File: src/rtl/rom_fetch_unit.sv
// Instruction fetch stage: turns core ROMcs/ROMrd strobes into ROM req/ack cycles,
// keeps a one-entry address tag, aborts on ROM timeout and counts EOI strobes.
module rom_fetch_unit #(
    parameter int unsigned WAIT_TIMEOUT = 15,
    parameter logic [7:0]  NOP_OPCODE   = 8'h00
) (
    input  logic        clk,
    input  logic        reset_n,
    input  logic [15:0] program_addr,
    input  logic        rom_cs,
    input  logic        rom_rd,
    input  logic        eoi,
    input  logic        flush,
    output logic [7:0]  instruction,
    output logic        instr_valid,
    output logic        busy,
    output logic [15:0] mem_addr,
    output logic        mem_req,
    input  logic        mem_ack,
    input  logic [7:0]  mem_data,
    output logic [15:0] instr_count,
    output logic        fetch_err
);

    localparam logic [7:0] TIMEOUT_LIMIT = 8'(WAIT_TIMEOUT);

    typedef enum logic [1:0] {IDLE, REQ, HOLD} state_t;

    state_t      state, state_next;
    logic        rom_rd_q, eoi_q;
    logic [15:0] last_addr, last_addr_next;
    logic [15:0] tag_addr, tag_addr_next;
    logic [7:0]  tag_data, tag_data_next;
    logic        tag_valid, tag_valid_next;
    logic [7:0]  wait_count, wait_count_next;
    logic [7:0]  instruction_next;
    logic        instr_valid_next;
    logic        mem_req_next;
    logic [15:0] mem_addr_next;
    logic [15:0] instr_count_next;
    logic        fetch_err_next;

    logic strobe, trigger, hit, timeout, eoi_rise;

    assign strobe   = rom_cs & rom_rd;
    assign trigger  = strobe & (~rom_rd_q | (program_addr != last_addr));
    assign hit      = tag_valid & (program_addr == tag_addr) & ~flush;
    assign eoi_rise = eoi & ~eoi_q;
    // An ack in the final wait cycle takes priority over the timeout abort.
    assign timeout  = (state == REQ) & ~mem_ack & ((wait_count + 8'd1) == TIMEOUT_LIMIT);
    assign busy     = mem_req;

    always_ff @(posedge clk or negedge reset_n) begin
        if (!reset_n) begin
            state       <= IDLE;
            rom_rd_q    <= 1'b0;
            eoi_q       <= 1'b0;
            last_addr   <= 16'h0000;
            tag_addr    <= 16'h0000;
            tag_data    <= 8'h00;
            tag_valid   <= 1'b0;
            wait_count  <= 8'h00;
            instruction <= NOP_OPCODE;
            instr_valid <= 1'b0;
            mem_req     <= 1'b0;
            mem_addr    <= 16'h0000;
            instr_count <= 16'h0000;
            fetch_err   <= 1'b0;
        end else begin
            // NOTE: non-blocking assignments so every register samples pre-edge values.
            state       <= state_next;
            rom_rd_q    <= rom_rd;
            eoi_q       <= eoi;
            last_addr   <= last_addr_next;
            tag_addr    <= tag_addr_next;
            tag_data    <= tag_data_next;
            tag_valid   <= tag_valid_next;
            wait_count  <= wait_count_next;
            instruction <= instruction_next;
            instr_valid <= instr_valid_next;
            mem_req     <= mem_req_next;
            mem_addr    <= mem_addr_next;
            instr_count <= instr_count_next;
            fetch_err   <= fetch_err_next;
        end
    end

    always_comb begin
        // NOTE: every output gets a default first so no path can infer a latch.
        state_next       = state;
        last_addr_next   = last_addr;
        tag_addr_next    = tag_addr;
        tag_data_next    = tag_data;
        tag_valid_next   = tag_valid & ~flush;
        wait_count_next  = wait_count;
        instruction_next = instruction;
        instr_valid_next = instr_valid;
        mem_req_next     = mem_req;
        mem_addr_next    = mem_addr;
        instr_count_next = instr_count + {15'd0, eoi_rise};
        fetch_err_next   = (fetch_err & ~eoi_rise) | timeout;

        case (state)
            IDLE, HOLD: begin
                if (trigger) begin
                    last_addr_next = program_addr;
                    if (hit) begin
                        instruction_next = tag_data;
                        instr_valid_next = 1'b1;
                        state_next       = HOLD;
                    end else begin
                        state_next       = REQ;
                        mem_addr_next    = program_addr;
                        mem_req_next     = 1'b1;
                        instr_valid_next = 1'b0;
                        wait_count_next  = 8'h00;
                    end
                end else if (!strobe) begin
                    state_next       = IDLE;
                    instr_valid_next = 1'b0;
                end
            end
            REQ: begin
                if (mem_ack) begin
                    // The byte is always captured, even if the core gave up on it.
                    mem_req_next   = 1'b0;
                    tag_addr_next  = mem_addr;
                    tag_data_next  = mem_data;
                    tag_valid_next = ~flush;
                    if (strobe) begin
                        instruction_next = mem_data;
                        instr_valid_next = 1'b1;
                        state_next       = HOLD;
                    end else begin
                        instr_valid_next = 1'b0;
                        state_next       = IDLE;
                    end
                end else if (timeout) begin
                    mem_req_next     = 1'b0;
                    instruction_next = NOP_OPCODE;
                    instr_valid_next = 1'b1;
                    state_next       = HOLD;
                end else begin
                    wait_count_next = wait_count + 8'd1;
                end
            end
            default: state_next = IDLE;
        endcase
    end

endmodule

File: config.mk
export PLATFORM = sky130hd
export DESIGN_NAME = rom_fetch_unit
export DESIGN_NICKNAME = d
export VERILOG_FILES = /design/src/rtl/rom_fetch_unit.sv
export SDC_FILE = /design/constraint.sdc
export NUM_CORES = 1
export LEC_CHECK = 0
export CORE_UTILIZATION = 53
export DETAILED_ROUTE_END_ITERATION = 10
export GPL_ROUTABILITY_DRIVEN = 0
export HOLD_SLACK_MARGIN = 0.12
export PLACE_DENSITY = 0.82
export SKIP_LAST_GASP = 1
export SLEW_MARGIN = 10
export SYNTH_ARGS = -nofsm -noshare
export SYNTH_HDL_FRONTEND = slang
export SYNTH_SLANG_ARGS = --single-unit
File: constraint.sdc
create_clock -name clk -period 2.4 [get_ports clk]
set_input_delay 0.72 -clock clk [delete_from_list [all_inputs] [get_ports clk]]
set_output_delay 0.72 -clock clk [all_outputs]
set_load 0.05 [all_outputs]
* Word level (Yosys, flattened, before mapping)
Index checks and enable logic that the tools add are counted.
Word-level totals: logic and storage cells 89, bits of input ports 31, register bits 96
Operators by class: bitwise gates (word level) 17, equality and inequality tests 13, mux-type cells 32, reduce and logical (&&, ||, !) cells 11, add/subtract/negate cells 2
Operator list (count):
- two-way mux 8 bit | 9
- one-hot mux 8 bit (2 select lines) | 2
- adder 16 x 1 -> 16 bit | 1
- == test 16 bit | 1
- inequality test 16 bit | 1
- two-way mux 1 bit | 12
- two-way mux 2 bit | 6
- inequality test 2 bit (second input constant) | 5
- AND reduction 5 bit | 2
- bitwise AND 1 bit | 9
- inequality test 3 bit (second input constant) | 3
- adder 8 x 1 -> 8 bit (second input constant) | 1
- == test 8 x 4 -> 1 bit (second input constant) | 1
- inverter 1 bit | 6
- AND reduction 2 bit | 3
- AND reduction 3 bit | 2
- one-hot mux 1 bit (2 select lines) | 2
- one-hot mux 2 bit (2 select lines) | 1
- AND reduction 4 bit | 1
- == test 2 x 1 -> 1 bit (second input constant) | 1
- == test 2 bit (second input constant) | 1
- logical NOT 2 bit | 1
- OR 1 bit | 2
- nonzero test 2 bit | 1
- OR reduction 2 bit | 1

* Longest topological paths before layout
Gate-level depths: netlist of the first run.
depth in word-level cells 6, mapped depth 8

* Worst setup path after synthesis of the first run
Ideal clock, no wire load.
kind in2reg, start in program_addr[4], end reg mem_addr[0], cell stages on the path 7, data required time 2275 ps, library setup time 125 ps, path buffers 1, arrival time 2141 ps, path slack 134 ps, path through xor2_1 > nor4_1 > nand3_1 > o21a_1 > o21ai_0 > buf_4 > mux2_2
Between the ends: word-level cells in the longest chain between the ends 5
Ends and longest elaborated chain:
- from (decl) | RTL line 9 | input logic [15:0] program_addr,
- == test 16 bit | RTL line 47 | assign hit = tag_valid & (program_addr == tag_addr) & ~flush;
- bitwise AND 1 bit (2 in series) | RTL line 47
- inverter 1 bit (no source line)
- AND reduction 3 bit (no source line) *
- to (signal assigned) | RTL line 82 | mem_addr <= mem_addr_next;
- to (decl) | RTL line 17 | output logic [15:0] mem_addr,
Every way passes the cells marked *; elsewhere a longest branch is shown, timed or not. A chain may end at the register's enable or synchronous reset.

* Final worst setup path of the first run
start in program_addr[10], end reg instr_valid
Between the ends: word-level cells in the longest chain between the ends 6
Ends and longest elaborated chain:
- == test 16 bit | RTL line 47
- bitwise AND 1 bit (2 in series) | RTL line 47
- two-way mux 1 bit | RTL line 107 | if (hit) begin
- two-way mux 1 bit | RTL line 105 | if (trigger) begin
- one-hot mux 1 bit (2 select lines) | RTL line 103 | case (state)
- to (signal assigned) | RTL line 80 | instr_valid <= instr_valid_next;
- to (decl) | RTL line 15 | output logic instr_valid,
Parallel ways exist; a longest one is shown, timed or not.

==> results of run 1 <==
[cells in the final DEF (no fill, tap or decap), drive strengths merged, types with 2 or more instances in the layout]
cell,count
nand2,103
dfrtp,96
clkdlybuf4s50,57
buf,44
mux2,40
xor2,35
clkbuf,16
xnor2,15
nand3,12
nor2,9
nor4,7
dlygate4sd2,6
inv,4
nand2b,4
a31o,4
ha,4
nor3,4
and3,3
nand4,3
o31ai,3
clkdlybuf4s15,3
o21ai,3
nor2b,2
and2,2
o21a,2
o32ai,2
nor3b,2
or4,2
clkinv,2
a21o,2
[synth_stat cells (2+ instances only)]
| master | n | area share, % |
|---|---|---|
| nand4_1 | 3 | 0.43 |
| a31o_2 | 4 | 0.80 |
| and2_1 | 2 | 0.29 |
| nor2_1 | 9 | 0.77 |
| buf_4 | 3 | 0.52 |
| nor4_1 | 6 | 0.86 |
| nand3_1 | 11 | 1.3 |
| clkbuf_1 | 4 | 0.34 |
| o21ai_0 | 3 | 0.34 |
| buf_2 | 5 | 0.57 |
| nand2_1 | 103 | 8.9 |
| ha_1 | 4 | 1.1 |
| mux2_4 | 8 | 2.8 |
| dfrtp_1 | 96 | 55 |
| nor2b_1 | 2 | 0.29 |
| mux2_2 | 32 | 8.3 |
| nand2b_1 | 4 | 0.57 |
| inv_1 | 4 | 0.34 |
| nor3b_1 | 2 | 0.34 |
| o31ai_1 | 3 | 0.52 |
| o32ai_1 | 2 | 0.40 |
| xor2_1 | 35 | 7.0 |
| o21a_1 | 2 | 0.34 |
| and3_1 | 3 | 0.43 |
| xnor2_1 | 15 | 3.0 |
| or4_1 | 2 | 0.34 |
| nor3_1 | 3 | 0.34 |
[registers in the layout, indices dropped and copies added, names as in the netlist]
register,cells
fetch_err,1
tag_valid,1
instr_count,16
mem_addr,16
tag_data,8
last_addr,16
wait_count,8
state,2
busy,1
eoi_q,1
instruction,8
tag_addr,16
instr_valid,1
rom_rd_q,1
[where the power goes]
| part | switching [W] | internal (W) |
|---|---|---|
| logic | 0.00118 | 0.000853 |
| registers | 0.000344 | 0.00203 |
| clock network | 0.000560 | 0.000509 |
[cell type report]
| class | instances | area, µm² |
|---|---|---|
| multi-input combinational | 274 | 1960 |
| timing repair buffer | 115 | 1060 |
| tap | 102 | 128 |
| sequential | 96 | 2400 |
| inverter | 4 | 15.0 |
| clock buffer | 11 | 141 |
| clock inverter | 4 | 55.1 |
| fill | 547 | 2080 |
[per-stage QoR]
| stage | TNS [ns] | area, µm² | total power, W |
|---|---|---|---|
| after floorplan | 0 | 4360 | 0.00366 |
| after global placement | -23.21 | 5420 | 0.00431 |
| after detailed placement | -26.38 | 5420 | 0.00438 |
| after CTS | -0.00104 | 5720 | 0.00546 |
| after global routing | -0.251 | 5760 | 0.00574 |
| final | -0.0255 | 5760 | 0.00548 |
[what timing repair did]
item	4_1_cts	5_1_grt
buffers inserted	7	0
pin swaps	13	7
setup endpoints to repair	46	33
gates cloned	2	0
resized for setup	31	29
[path summary, 6_finish.rpt]
| kind | slack [ns] | cells after the start | endpoint |
|---|---|---|---|
| worst max-delay path | -0.02 | 10 | instr_valid |
| worst min-delay path | 0.26 | 1 | eoi_q |
| worst max register to register | 0.09 | 9 | instr_valid |
| worst min register to register | 0.48 | 1 | instr_count[15] |
| max in group asynchronous | 1.54 | 2 | last_addr[15] |
| min in group clk | 0.48 | 1 | instr_count[15] |
[cells by family (layout without fill, tap and decap cells)]
group,Yosys count,count (layout),synth area share [%]
flops,96,96,55.1
compound gates,25,25,4.47
xor+xnor,50,50,10.0
buf+inv,17,134,2.04
simple gates,155,155,16.2
mux,40,40,11.0
fa+ha+maj,4,4,1.15
[metal layers]
layer,vias up,track usage [%]
met5,-,0
met4,0,7.18
met3,12,4.76
met2,73,42.6
met1,1581,29.0
li1,1530,-
==> results.yml, run 1 <==
outcome:
  outcome: "finished with violations"
  failed_checks: "setup timing"
drt:
  routedWlPerCell_um: 15.7
  vias: 3196
  wl_met3_um: 313
  drc: 0
  top_layer_used: "met4"
  routed_wl_um: 9530
  drtIter0Drc: 144
  ant_nets: 0
  wl_met1_um: 4210
  viasPerCell: 5.27
  route.met2.wl_um: 4850
  firstDrtPassIters: 4
global_route:
  antenna_found_initial: 0
  grt_pass1_vias: 3351
  grt_overflow: 0
  grt_pass1_wl_um: 15900
  grtUsageTotal_pct: 23.8
  grt_max_degree: 52
floorplanning:
  pin_count: 75
  die_area_um2: 8600
  die_w_um: 92.7
  rows: 32
  initial_core_util_pct: 55.6
  die_h_um: 92.7
  core_um2: 7850
placement:
  io_buffers: 74
  dpl.hpwl_um: 6460
  dpl_worst_slack_ns: -0.693
  dp.cells: 582
clock_tree:
  clk_pin_slew_worst_paths_ns: 0.09
  cts_tree: "built"
  numCtsBuffers: 9
  cts_root_buffer: "clkbuf_8"
  clock-sinks: 96
  clock_latency_ns: 0.37
  hold_buffers: 0
  clk_path_buf_depth: 2
  htreeDepth: 3
timing:
  setup_slack_ns: -0.0226
  skew_ns: 0.0135
  drv_slew: 0
  hold_ws_ns: 0.258
  min_period_ns: 2.42
  finalSetupViolCount: 2
  fmax_mhz: 413
  rsz0062_at_grt: "yes"
  worst_pin_slew_ns: 0.528
  timing_hold_violations_final: 0
  post-route-period-util_pct: 101
  slew_headroom_pct: 64.7
worst_setup_path:
  path_buf_inv: 4
  crit_type: "in -> reg"
  critPathRequiredTime_ns: 2.70
  cp.arrival_ns: 2.73
  critPathMaxStageDelay_ns: 0.46
  critical_path.max_fanout: 4
  crit_top_cell: "buf_4"
  cp-end-kind: "flop"
  cp-start-kind: "input port"
  crit_family: "simple AND/OR/NAND/NOR gates"
  critPathSlowestCell: "or4_1"
  crit_chain: "buf_2 -> xor2_2 -> nor4_2 -> nand3_1 -> buf_4 -> buf_4 -> buf_4 -> or4_1 -> nand3_1 -> a21o_1"
  critical_path.startpoint: "program_addr[10]"
  r2r_start: "last_addr[10]"
synth:
  ys_warn_count: 0
  synthFlopType: "dfrtp_1"
  synth_edf_count: 0
  syn_area_per_cell_um2: 11.3
  async_reset_ff_share_pct: 100
  synth_seq_cells: 96
  yosysUniqueCellTypes: 44
  synth_fp_nets: 422
  syn_inst: 387
  synth_seq_area_share_pct: 55.1
  synth_area_um2: 4360
power:
  leakage_nw: 2.71
  p_per_area_nw_per_um2: 952
  ir_drop_mv: 0.596
layout:
  n_antenna_cell: 0
  area_delta_synth_final_pct: 32.1
  final_cells: 606
  finalNetCount: 535
  post-route-util_pct: 73.4
  drive_gt1_share_pct: 23.8
min_path:
  min_path_type: "in -> async"
flow_run:
  cap_violations: 0
Note: power is estimated with default switching activity, not from simulation.
==> run 2: changes to the inputs <==
--- a/config.mk
+++ b/config.mk
@@ -5,11 +5,14 @@
 export SDC_FILE = /design/constraint.sdc
 export NUM_CORES = 1
 export LEC_CHECK = 0
-export CORE_UTILIZATION = 53
+export ABC_CLOCK_PERIOD_IN_PS = 2400
+export CELL_PAD_IN_SITES_DETAIL_PLACEMENT = 2
+export CELL_PAD_IN_SITES_GLOBAL_PLACEMENT = 2
+export CORE_UTILIZATION = 34
 export DETAILED_ROUTE_END_ITERATION = 10
 export GPL_ROUTABILITY_DRIVEN = 0
 export HOLD_SLACK_MARGIN = 0.12
-export PLACE_DENSITY = 0.82
+export PLACE_DENSITY = 0.84
 export SKIP_LAST_GASP = 1
 export SLEW_MARGIN = 10
 export SYNTH_ARGS = -nofsm -noshare
==> results.yml, run 2 (same netlist as run 1, synthesis figures left out) <==
global_route:
  grt_pass1_wl_um: 21100
  grtUsageTotal_pct: 21.2
  grt_max_degree: 43
  grt_overflow: 0
  grt_pass1_vias: 3859
  antenna_found_initial: 0
drt:
  wl_met3_um: 370
  drc: 0
  viasPerCell: 4.99
  routed_wl_um: 13200
  top_layer_used: "met4"
  vias: 3331
  ant_nets: 0
  drtIter0Drc: 101
  route.met2.wl_um: 7440
  firstDrtPassIters: 4
  wl_met1_um: 5240
  routedWlPerCell_um: 19.7
placement:
  dpl.hpwl_um: 8820
  io_buffers: 74
  postPlaceCellArea_um2: 5480
timing:
  post-route-period-util_pct: 99.4
  drv_slew: 0
  finalSetupViolCount: 0
  min_period_ns: 2.39
  slew_headroom_pct: 64.9
  skew_ns: 0.00860
  fin_tns_setup_ns: 0
  fmax_mhz: 419
  worst_pin_slew_ns: 0.525
  timing_hold_violations_final: 0
clock_tree:
  clk_pin_slew_worst_paths_ns: 0.07
  clk_path_buf_depth: 2
  hold_buffers: 0
  cts_tree: "built"
  clock-sinks: 96
  clock_latency_ns: 0.34
  htreeDepth: 3
  cts_root_buffer: "clkbuf_16"
  numCtsBuffers: 9
power:
  intPower_w: 0.00366
  ir_drop_mv: 0.453
  pwr-share-comb_pct: 35.9
  leakage_nw: 2.71
  p_clk_share_pct: 23.5
  p_per_area_nw_per_um2: 1010
  pwr-share-seq_pct: 40.6
  swShare_pct: 38.7
  power_switching_w: 0.00231
floorplanning:
  pin_count: 75
  core_um2: 12600
  die_area_um2: 13300
  die_h_um: 115
  die_w_um: 115
  rows: 41
  initial_core_util_pct: 34.7
worst_setup_path:
  critPathSlowestCell: "mux2_2"
  worstRegToRegCells: 8
  crit_top_cell: "buf_4"
  critical_path.startpoint: "program_addr[10]"
  cp-start-kind: "input port"
  critical_path.max_fanout: 7
  cp-end-kind: "flop"
  crit_family: "buffers and inverters"
  critPathMaxStageDelay_ns: 0.34
  path_buf_inv: 4
  cp.arrival_ns: 2.61
  crit_type: "in -> reg"
  critPathRequiredTime_ns: 2.62
  crit_chain: "buf_4 -> xor2_2 -> nor4_2 -> buf_4 -> nand4b_1 -> buf_4 -> o21ai_4 -> buf_8 -> mux2_2"
  path_depth: 9
  r2r_start: "tag_addr[10]"
layout:
  fin_area_um2: 5920
  layout_common_cells: "103 x nand2_1, 96 x dfrtp_1, 57 x clkdlybuf4s50_1"
  area_delta_synth_final_pct: 35.7
  final_common_cell: "nand2_1"
  drive_gt1_share_pct: 25.4
  n_antenna_cell: 0
  finalNetCount: 526
  post-route-util_pct: 47.1
flow_run:
  cap_violations: 0
outcome:
  outcome: "complete, no violations"
min_path:
  min_path_type: "in -> async"
[run 2: area by class of cell]
type	count	area [µm²]
Clock buffer	13	260
Sequential cell	96	2400
Multi-Input combinational cell	274	2020
Timing Repair Buffer	106	980
Clock inverter	3	25.0
Inverter	4	15.0
Fill cell	1260	6650
Tap cell	172	215
[run 2: repair_timing]
action,CTS,global route
resized for setup,49,33
buffers inserted,2,1
pin swaps,11,14
cloned,1,0
endpoints found under the setup margin,46,30
[run 2: through the flow]
stage          hold WS, ns  worst slack [ns]  cells  power, W
2_1_floorplan        0.424             0.134    387   0.00366
3_3_place_gp         0.457            -0.789    648   0.00434
3_5_place_dp         0.474            -0.956    648   0.00446
4_1_cts              0.329          -0.00141    667   0.00597
5_1_grt              0.340           -0.0296    668   0.00625
6_report             0.319            0.0136    668   0.00597
[run 2: final timing paths]
check | slack [ns] | end
setup reg to reg | 0.09 | mem_addr[14]
max in group asynchronous | 1.42 | instr_count[7]
hold reg to reg | 0.48 | instr_count[15]
min in group clk | 0.48 | instr_count[15]
setup / recovery | 0.01 | mem_addr[14]
hold / removal | 0.32 | fetch_err
[run 2: routing by layer]
| layer | up-vias | global-route usage (%) |
|---|---|---|
| met1 | 1747 | 23.2 |
| met4 | 0 | 5.37 |
| met3 | 14 | 3.95 |
| met2 | 70 | 41.7 |
| li1 | 1500 | - |
| met5 | - | 0 |
[run 2: worst reg2reg max path, stage by stage (launching register included)]
cell and delay [ns]:
dfrtp_1 0.41, xor2_2 0.19, nor4_2 0.28, buf_4 0.15
nand4b_1 0.19, buf_4 0.22, o21ai_4 0.22, buf_8 0.19
mux2_2 0.34
[run 2: power by group through the flow]
| stage | sequential [W] | combinational [W] | clock (W) |
|---|---|---|---|
| final | 0.00242 | 0.00214 | 0.00140 |
| after global routing | 0.00248 | 0.00228 | 0.00149 |
| after CTS | 0.00242 | 0.00212 | 0.00143 |
| after detailed placement | 0.00243 | 0.00204 | 0 |
| after global placement | 0.00238 | 0.00196 | 0 |
| after floorplan | 0.00297 | 0.000690 | 0 |
==> run 3: changes to the inputs <==
--- a/config.mk
+++ b/config.mk
@@ -8,6 +8,7 @@
 export ABC_CLOCK_PERIOD_IN_PS = 2400
 export CELL_PAD_IN_SITES_DETAIL_PLACEMENT = 2
 export CELL_PAD_IN_SITES_GLOBAL_PLACEMENT = 2
+export CORE_ASPECT_RATIO = 1.25
 export CORE_UTILIZATION = 34
 export DETAILED_ROUTE_END_ITERATION = 10
 export GPL_ROUTABILITY_DRIVEN = 0
==> results.yml, run 3 (same netlist as run 1, synthesis figures left out) <==
outcome:
  outcome: "finished with violations"
  failed_checks: "setup timing"
timing:
  hold_ws_ns: 0.345
  post-route-period-util_pct: 101
  worst_pin_slew_ns: 0.532
  skew_ns: 0.00742
  fin_tns_setup_ns: -0.0949
  timing_hold_violations_final: 0
  setup_slack_ns: -0.0176
  slew_headroom_pct: 64.4
  rsz0062_at_grt: "yes"
  finalSetupViolCount: 10
  min_period_ns: 2.42
  fmax_mhz: 414
  drv_slew: 0
global_route:
  grt_pass1_wl_um: 22600
  grt_overflow: 0
  grt_max_degree: 40
  grtUsageTotal_pct: 23.5
  grt_pass1_vias: 4016
  antenna_found_initial: 0
clock_tree:
  numCtsBuffers: 9
  clock-sinks: 96
  clk_pin_slew_worst_paths_ns: 0.07
  hold_buffers: 0
  clk_path_buf_depth: 2
  cts_root_buffer: "clkbuf_16"
  clock_latency_ns: 0.35
  htreeDepth: 3
  cts_tree: "built"
drt:
  drtIter0Drc: 116
  routed_wl_um: 15200
  firstDrtPassIters: 4
  routedWlPerCell_um: 22.5
  vias: 3410
  ant_nets: 0
  viasPerCell: 5.05
  drc: 0
floorplanning:
  core_um2: 12300
  rows: 45
  pin_count: 75
  die_h_um: 129
  die_area_um2: 13300
  die_w_um: 103
  initial_core_util_pct: 35.4
power:
  pwr-share-comb_pct: 35.5
  pwr-share-seq_pct: 38.7
  intPower_w: 0.00398
  ir_drop_mv: 0.426
  fin_total_pwr_w: 0.00639
  p_per_area_nw_per_um2: 1020
  power_switching_w: 0.00241
  swShare_pct: 37.7
  p_clk_share_pct: 25.7
  leakage_nw: 2.91
placement:
  dpl_worst_slack_ns: -1.05
  io_buffers: 74
  dpl.hpwl_um: 9210
  postPlaceCellArea_um2: 5550
layout:
  n_antenna_cell: 0
  drive_gt1_share_pct: 29.9
  seq_area_um2: 2400
  final_common_cell: "nand2_1"
  layout_common_cells: "103 x nand2_1, 95 x dfrtp_1, 56 x clkdlybuf4s50_1"
  multi_input_area_um2: 2140
  nFillCells: 1207
  area_delta_synth_final_pct: 43.9
  finalNetCount: 542
  fin_area_um2: 6280
worst_setup_path:
  cp-end-kind: "flop"
  critical_path.max_fanout: 5
  cp-start-kind: "input port"
  crit_type: "in -> reg"
  worstRegToRegCells: 8
  cp.arrival_ns: 2.65
  crit_chain: "buf_2 -> buf_4 -> xor2_1 -> nor4_2 -> nand3_2 -> nor3_4 -> o211a_4 -> buf_6 -> buf_12 -> mux2_4"
  path_depth: 10
  path_buf_inv: 4
  critPathMaxStageDelay_ns: 0.36
  critPathRequiredTime_ns: 2.63
  crit_family: "simple AND/OR/NAND/NOR gates"
  critPathSlowestCell: "nor4_2"
min_path:
  min_path_type: "in -> async"
flow_run:
  cap_violations: 0
-- run 3: worst paths after layout --
kind                                  from              end  slack (ns)
setup / recovery           program_addr[9]   instruction[7]       -0.02
hold / removal                     reset_n    wait_count[5]        0.35
setup reg to reg               tag_addr[5]     mem_addr[11]        0.06
hold reg to reg            instr_count[15]  instr_count[15]        0.49
max in group asynchronous          reset_n      tag_addr[5]        1.44
min in group clk           instr_count[15]  instr_count[15]        0.49
-- run 3: cell type report --
class	count	area share [%]
flip-flops and latches	96	38.3
multi-input cells	274	34.0
clock buffers	13	4.46
repair buffers	122	18.7
well taps	164	3.27
inverters	4	0.239
clock inverters	2	0.957
-- run 3: stage by stage --
stage               instances  util, %
global route              675     50.9
floorplan                 387        -
CTS                       672     49.6
finish                    675     50.9
global placement          646     45.0
detailed placement        646     45.0
-- run 3: power groups by stage --
| stage | logic (W) | clock network [W] | registers [W] |
|---|---|---|---|
| detailed placement | 0.00207 | 0 | 0.00243 |
| floorplan | 0.000690 | 0 | 0.00297 |
| global route | 0.00240 | 0.00173 | 0.00253 |
| CTS | 0.00218 | 0.00167 | 0.00244 |
| global placement | 0.00198 | 0 | 0.00238 |
| finish | 0.00227 | 0.00164 | 0.00248 |
-- run 3: what timing repair did --
action                     4_1_cts  5_1_grt
cloned                           1        1
setup endpoints to repair       46       48
buffers inserted                10        2
gates resized for setup         62       53
pin swaps                       15       16
-- run 3: metal layers --
layer / vias to the layer above / wire length, µm / global-route usage, %
met4: 0 / 451 / 10.3
met1: 1766 / 5740 / 25.7
li1: 1529 / - / -
met3: 25 / 428 / 3.80
met2: 90 / 8550 / 43.9
met5: - / 0 / 0
